[config.mk]
export PLATFORM = sky130hd
export DESIGN_NAME = rob_commit_unit
export DESIGN_NICKNAME = d
export VERILOG_FILES = /design/src/rtl/rob_commit_unit.sv
export SDC_FILE = /design/constraint.sdc
export NUM_CORES = 2
export LEC_CHECK = 0
export ABC_AREA = 0
export CAP_MARGIN = 30
export CORE_MARGIN = 2
export CORE_UTILIZATION = 40
export CTS_CLUSTER_DIAMETER = 30
export CTS_CLUSTER_SIZE = 28
export DETAILED_ROUTE_END_ITERATION = 10
export GPL_ROUTABILITY_DRIVEN = 0
export HOLD_SLACK_MARGIN = 0.12
export PLACE_DENSITY = 0.67
export SLEW_MARGIN = 20
export SYNTH_ARGS = -nofsm -noshare
export SYNTH_HDL_FRONTEND = slang
export SYNTH_SLANG_ARGS = --single-unit
[constraint.sdc]
create_clock -name clk -period 20.1 [get_ports clk]
set_clock_uncertainty 0.2 [all_clocks]
set_input_delay 2.01 -clock clk [delete_from_list [all_inputs] [get_ports clk]]
set_output_delay 2.01 -clock clk [all_outputs]
set_load 0.02 [all_outputs]
[src/rtl/rob_commit_unit.sv]
// rob_commit_unit
//   Reorder buffer commit stage. A circular buffer of DEPTH entries tracks
//   in-flight instructions in program order. Entries are allocated at the tail
//   and completed out of order by writeback. They retire in order from the head,
//   at most one per cycle. Committing a mispredicted entry flushes the buffer
//   and raises a one-cycle redirect.
//
// Ports
//   clk, rst               clock; synchronous active-high reset
//   rdy                    global enable; when low, all state and outputs hold
//   alloc_valid/has_rd/rd  allocation request from decode
//   alloc_tag, full        tail index handed out as rename tag; buffer full
//   wb_*                   writeback of a result (and branch outcome) by tag
//   q1_*/q2_*              two operand lookup ports (pre-edge state)
//   commit_*               registered register-file write strobe and data
//   jump_wrong/redirect_pc registered flush pulse and corrected PC
module rob_commit_unit #(
  parameter int DEPTH = 16,
  parameter int TAG_W = 4
) (
  input  logic             clk,
  input  logic             rst,
  input  logic             rdy,
  input  logic             alloc_valid,
  input  logic             alloc_has_rd,
  input  logic [4:0]       alloc_rd,
  output logic [TAG_W-1:0] alloc_tag,
  output logic             full,
  input  logic             wb_valid,
  input  logic [TAG_W-1:0] wb_tag,
  input  logic [31:0]      wb_value,
  input  logic             wb_mispredict,
  input  logic [31:0]      wb_target,
  input  logic [TAG_W-1:0] q1_tag,
  input  logic [TAG_W-1:0] q2_tag,
  output logic             q1_ready,
  output logic             q2_ready,
  output logic [31:0]      q1_value,
  output logic [31:0]      q2_value,
  output logic             commit_en,
  output logic [4:0]       commit_rd,
  output logic [TAG_W-1:0] commit_tag,
  output logic [31:0]      commit_value,
  output logic             jump_wrong,
  output logic [31:0]      redirect_pc
);

  logic [TAG_W-1:0] head_q;
  logic [TAG_W-1:0] tail_q;
  logic [TAG_W:0]   count_q;

  logic [DEPTH-1:0] busy_q;
  logic [DEPTH-1:0] ready_q;
  logic [DEPTH-1:0] has_rd_q;
  logic [DEPTH-1:0] mis_q;
  logic [4:0]       rd_q     [DEPTH];
  logic [31:0]      value_q  [DEPTH];
  logic [31:0]      target_q [DEPTH];

  logic do_commit;
  logic do_flush;
  logic do_alloc;
  logic do_wb;
  logic [TAG_W-1:0] head_inc;
  logic [TAG_W-1:0] tail_inc;

  assign alloc_tag = tail_q;
  assign full      = (count_q == (TAG_W+1)'(DEPTH));

  // Lookups see only registered state; a same-cycle writeback is not bypassed.
  assign q1_ready = busy_q[q1_tag] && ready_q[q1_tag];
  assign q2_ready = busy_q[q2_tag] && ready_q[q2_tag];
  assign q1_value = value_q[q1_tag];
  assign q2_value = value_q[q2_tag];

  assign head_inc = (head_q == TAG_W'(DEPTH-1)) ? '0 : head_q + 1'b1;
  assign tail_inc = (tail_q == TAG_W'(DEPTH-1)) ? '0 : tail_q + 1'b1;

  // Commit decisions use pre-edge ready, so a writeback to the head entry
  // lands this cycle and the entry retires on the next one.
  assign do_commit = busy_q[head_q] && ready_q[head_q];
  assign do_flush  = do_commit && mis_q[head_q];
  // Full is judged on pre-edge count, so a same-cycle commit does not make room.
  // Nothing new is accepted on the flush edge or during the redirect pulse.
  assign do_alloc  = alloc_valid && !full && !jump_wrong && !do_flush;
  assign do_wb     = wb_valid && busy_q[wb_tag] && !jump_wrong && !do_flush;

  always_ff @(posedge clk) begin
    if (rst) begin
      head_q       <= '0;
      tail_q       <= '0;
      count_q      <= '0;
      busy_q       <= '0;
      ready_q      <= '0;
      commit_en    <= 1'b0;
      commit_rd    <= '0;
      commit_tag   <= '0;
      commit_value <= '0;
      jump_wrong   <= 1'b0;
      redirect_pc  <= '0;
    end else if (rdy) begin
      commit_en  <= do_commit && has_rd_q[head_q];
      jump_wrong <= do_flush;
      if (do_commit) begin
        commit_rd    <= rd_q[head_q];
        commit_tag   <= head_q;
        commit_value <= value_q[head_q];
      end
      if (do_flush) begin
        redirect_pc <= target_q[head_q];
        busy_q      <= '0;
        ready_q     <= '0;
        head_q      <= '0;
        tail_q      <= '0;
        count_q     <= '0;
      end else begin
        if (do_wb) begin
          ready_q[wb_tag]  <= 1'b1;
          value_q[wb_tag]  <= wb_value;
          mis_q[wb_tag]    <= wb_mispredict;
          target_q[wb_tag] <= wb_target;
        end
        // Placed after the writeback so that retiring the head wins.
        if (do_commit) begin
          busy_q[head_q]  <= 1'b0;
          ready_q[head_q] <= 1'b0;
          head_q          <= head_inc;
        end
        // The tail entry is never busy when allocation is allowed, so it
        // cannot collide with the writeback or the commit above.
        if (do_alloc) begin
          busy_q[tail_q]   <= 1'b1;
          ready_q[tail_q]  <= 1'b0;
          mis_q[tail_q]    <= 1'b0;
          has_rd_q[tail_q] <= alloc_has_rd;
          rd_q[tail_q]     <= alloc_rd;
          tail_q           <= tail_inc;
        end
        count_q <= count_q + (TAG_W+1)'(do_alloc) - (TAG_W+1)'(do_commit);
      end
    end
  end

endmodule
[Yosys cells after proc, flatten, opt, wreduce, memory -nomap -nowiden]
Memory sizes are Yosys's and may differ from the RTL's. A register that Yosys moved wholly into a read port is not among the register bits.
Cells that the tools add are included.
Widths: inputs -> output; s select.
Word-level totals
  bits in registers: 83
  bits in latches: 0
  memory bits (writable): 1104
  memory bits (read-only): 0
  bits of input ports: 88
  output and inout bits: 146
  logic and storage cells: 127
  memories kept: 3
Memories
  target_q: depth 16, bits a word 32, rd ports 1, clocked after memory_dff 1, write ports 1, RTL line 58  | logic [31:0] target_q [DEPTH];
  value_q: depth 16, bits a word 32, rd ports 3, clocked after memory_dff 1, write ports 1, RTL line 57  | logic [31:0] value_q [DEPTH];
  rd_q: depth 16, bits a word 5, rd ports 1, clocked after memory_dff 1, write ports 1, RTL line 56  | logic [4:0] rd_q [DEPTH];
Operators by class
  add/subtract/negate cells: 4
  multipliers: 0
  divide/modulo/power cells: 0
  order comparisons: 8
  eq/ne operators: 3
  shifts and indexed selects: 0
  mux-type cells: 64
  bitwise operators: 10
  reduce and logical (&&, ||, !) cells: 25
Operator list (number)
  $mux 16: 21
  $and 16x16->16: 4
  $bmux 1 s4: 9
  $bwmux 16: 2
  $not 16->16: 2
  $or 16x16->16: 2
  $lt 4x5->1 const B: 5
  $mux 4: 6
  $mux 1: 22
  $logic_and 1x1->1: 14
  $demux 1 s4: 3
  $ge 4x1->1 const B: 3
  $add 4x1->4 const B: 2
  $eq 4x4->1 const B: 2
  $reduce_and 2->1: 4
  $add 5x1->5: 1
  $eq 5x5->1 const B: 1
  $mux 5: 1
  $sub 5x1->5: 1
  $reduce_and 4->1: 1
  $reduce_bool 2->1: 2
  $logic_not 1->1: 3
  $reduce_and 3->1: 1
  $not 1->1: 2

[Logic depth before layout (Yosys ltp)]
  depth after elaboration: 18
  depth in mapped cells: 19
  gate-level depth less buffers: 16

[Worst setup path after synthesis]
No wires, ideal clock.
  kind: input to register
  start: input wb_tag[0]
  end: memory target_q[15][0] (enable)
  library setup time: 0.644 ns
  data arrival time: 9.443 ns
  required time: 19.256 ns
  slack: 9.814 ns
  cell stages on the path: 8
  path buffers: 3
  cell sequence: buf_2 > mux4_2 > a22oi_1 > a21oi_1 > buf_2 > nand2_1 > buf_2 > nor4_1
Between the ends
  cells in the longest elaborated chain, start to end: 10
RTL lines
  start: declaration: RTL line 30  | input logic [TAG_W-1:0] wb_tag,
  $bmux 1 s4: RTL line 86  | assign do_wb = wb_valid && busy_q[wb_tag] && !jump_wrong && !do_flush;
  $mux 1 (not written as such): RTL line 86
  $logic_and 1x1->1 (3 in a row): RTL line 86
  $mux 1: RTL line 117  | if (do_wb) begin
  $mux 1: RTL line 109  | if (do_flush) begin
  $mux 1: RTL line 101  | end else if (rdy) begin
  $mux 1: RTL line 89  | if (rst) begin
  $mux 1 (not written as such): RTL line 121  | target_q[wb_tag] <= wb_target;
  end: declaration: RTL line 58
Several ways; a longest one is shown, not always the timed one. The select of a mux whose other input is x is not followed.

[Worst setup path in the final report]
  start: input q1_tag[0]
  end: output q1_value[26]
Between the ends
  cells in the longest elaborated chain, start to end: 1
RTL lines
  start: declaration: RTL line 34  | input logic [TAG_W-1:0] q1_tag,
  $mem_v2 16x32
  end: declaration: RTL line 38  | output logic [31:0] q1_value,
Every way passes these cells.

==> flow_metrics.tcl <==
set metrics [dict create \
    yosysMostFrequentCell "edfxtp_1" \
    finish.utilization_pct 50.2 \
    multi_input_area_mm2 0.0193 \
    cp-start-kind "input port" \
    grt_overflow 0 \
    clock_latency_ns 0.86 \
    portBuffers 233 \
    grt_antenna_before_repair 20 \
    finalNetCount 3359 \
    post-place-ws_ns 12.63 \
    synth_fp_nets 2983 \
    wl_per_cell_um 29.6 \
    dieArea_mm2 0.145 \
    path_clk_slew_ns 0.04 \
    std_cell_rows 138 \
    cts_resized 0 \
    drt_iter0_markers 4065 \
    syn_inst 2880 \
    powerDensity_mw_per_mm2 108 \
    vias_per_cell 6.10 \
    p_leak_nw 22.1 \
    grtUsageTotal_pct 21.9 \
    r2r_slack_ns 13.51 \
    cts_tree "built" \
    arrival_ns 5.11 \
    seq_area_frac_synth_pct 64.3 \
    ys_top_cells_by_area "edfxtp_1 (60%), mux4_2 (27%), dfxtp_1 (4.2%), nand2_1 (1.2%), a21oi_1 (1.0%)" \
    dr.pass1.iters 8 \
    cts_made_buffers 284 \
    synth_cell_types 68 \
    crit_fanout 53 \
    maxCapViolCount 0 \
    fin_total_pwr_mw 7.63 \
    instances_no_fill 5362 \
    dpl.hpwl_um 86100 \
    grt_max_degree 112 \
    synth_area_mm2 0.0568 \
    postRouteAntennaNets 0 \
    top_layer "met5" \
    fin_ws_ns 12.78 \
    postCtsSetupBuffers 0 \
    holdCritStartpoint "commit_tag[2]" \
    synth_area_leader_cell "edfxtp_1" \
    nFillCells 11300 \
    tns_ns 0 \
    clockRootBuffer "clkbuf_16" \
    seq_area_mm2 0.0365 \
    cts.sinks 1256 \
    drt-met1-wl_um 62600 \
    ys.flop_type "edfxtp_1" \
    ios 234 \
    finalMaxSlewViolations 0 \
    wl_met2_um 76200 \
    start_util_pct 40.2 \
    area_growth_pct 24.9 \
    placedInstanceArea_mm2 0.0613 \
    drive_above_1_share_pct 36.0 \
    grt_pass1_wl_um 232000 \
    hold_viol 0 \
    crit_start "q1_tag[0]" \
    synth.top_cell.area_share_pct 60.1 \
    synthTopCellsByCount "edfxtp_1 (1136), mux4_2 (688), nand2_1 (185)" \
    grt_pass1_vias 33300 \
    min_period_ns 7.32 \
    yosysWarningCount 0 \
    cts_buffer_depth 4 \
    max_slew.worst_pin.slew_ns 1.04 \
    critPathRequiredTime_ns 17.89 \
    fin_crit_sh_pct 36.4 \
    core_area_mm2 0.141 \
    cts-hold-fix-buffers 0 \
    status "finished, final reports clean" \
    synth_enable_flop_cells 1136 \
    whs_ns 0.248 \
    fmaxAchievable_ghz 0.137 \
    synth-async-reset-ratio_pct 0 \
    fp.dieW_um 381 \
    drc 0 \
    finalSetupViolations 0 \
    worstHoldPathType "reg -> reg" \
    crit_path_end_kind "primary output" \
    placed_cells 4853 \
    rr_startpoint "head_q[2]" \
    final_area_mm2 0.0709 \
    syn_avg_cell_area_um2 19.7 \
    irDropWorstVdd_mv 0.0965 \
    die_y_um 381 \
    routed-via-count 32700 \
    h-tree-depth 5 \
    rsz0062_at_grt "no" \
    wl_um 159000 \
    critPathKind "in -> out" \
    slew_headroom_pct 30.6 \
    synth_seq_cells 1256 \
    met3_length_um 15800 \
]
## worst paths after layout
path	endpoint	cells past startpoint
setup reg to reg	count_q[4]	19
hold / removal	commit_tag[2]	2
hold reg to reg	commit_tag[2]	2
setup / recovery	q1_value[26]	5
## cell usage in the layout, fill, tap and decap left out, types with 8 or more instances in the layout
| cell type | instances |
|---|---|
| dfxtp_1 | 117 |
| clkbuf_1 | 40 |
| ha_1 | 14 |
| nor2_1 | 80 |
| clkinv_2 | 34 |
| clkinv_4 | 17 |
| a31oi_1 | 30 |
| nand3_1 | 59 |
| a41oi_1 | 12 |
| and3_1 | 10 |
| a311oi_1 | 8 |
| nor3_2 | 9 |
| inv_6 | 13 |
| clkbuf_8 | 17 |
| buf_4 | 73 |
| clkinv_1 | 30 |
| nand4_1 | 10 |
| clkinvlp_4 | 17 |
| nand2_1 | 185 |
| clkbuf_16 | 295 |
| nor3_1 | 20 |
| mux4_2 | 688 |
| o32ai_1 | 9 |
| bufinv_16 | 30 |
| inv_1 | 31 |
| edfxtp_1 | 1136 |
| nor2b_1 | 9 |
| o21ai_0 | 10 |
| clkdlybuf4s50_1 | 223 |
| a21oi_1 | 115 |
| buf_16 | 8 |
## area by class of cell
class,instances,area share (%)
Sequential cell,1256,51.5
Multi-Input combinational cell,1365,27.2
Clock buffer,350,10.9
Timing Repair Buffer,317,4.47
Tap cell,1890,3.34
Clock inverter,145,2.30
Inverter,32,0.177
Antenna cell,7,0.0247
## state kept, by name, summed over array words and instances (netlist names)
signal,count
jump_wrong,1
mis_q,16
target_q,512
commit_tag,4
has_rd_q,16
head_q,4
count_q,5
value_q,512
rd_q,80
alloc_tag,4
ready_q,16
busy_q,16
commit_en,1
commit_value,32
commit_rd,5
redirect_pc,32
## kinds of logic (layout without fill, tap and decap cells)
group / Yosys count / count (layout) / share of synthesized area (%)
AND/OR/NAND/NOR: 423 / 423 / 3.35
flip-flops: 1256 / 1256 / 64.3
adder cells (fa/ha/maj): 15 / 15 / 0.344
buffers and inverters: 259 / 844 / 1.91
multiplexers: 692 / 692 / 27.4
XOR/XNOR: 3 / 3 / 0.0463
other: 0 / 7 / 0
AO/OA/AOI/OAI: 232 / 232 / 2.63
## power breakdown
part	switching, mW	total, mW	leakage [nW]	internal [mW]
clock network	1.40	4.49	4.55	3.09
logic	0.157	0.278	6.35	0.120
registers	0.00344	2.86	11.2	2.86
## routing by layer
metal | up-vias | global-route usage (%)
met1 | 17300 | 29.9
met2 | 1835 | 34.4
met5 | - | 0
met4 | 16 | 7.00
li1 | 13200 | -
met3 | 334 | 5.97
## worst max-delay path, cell delays in order
cell	delay, ns
clkbuf_8	0.55
buf_4	0.70
mux4_2	0.60
mux4_2	0.56
clkdlybuf4s50_1	0.57
Power figures use the tool's default switching activity.
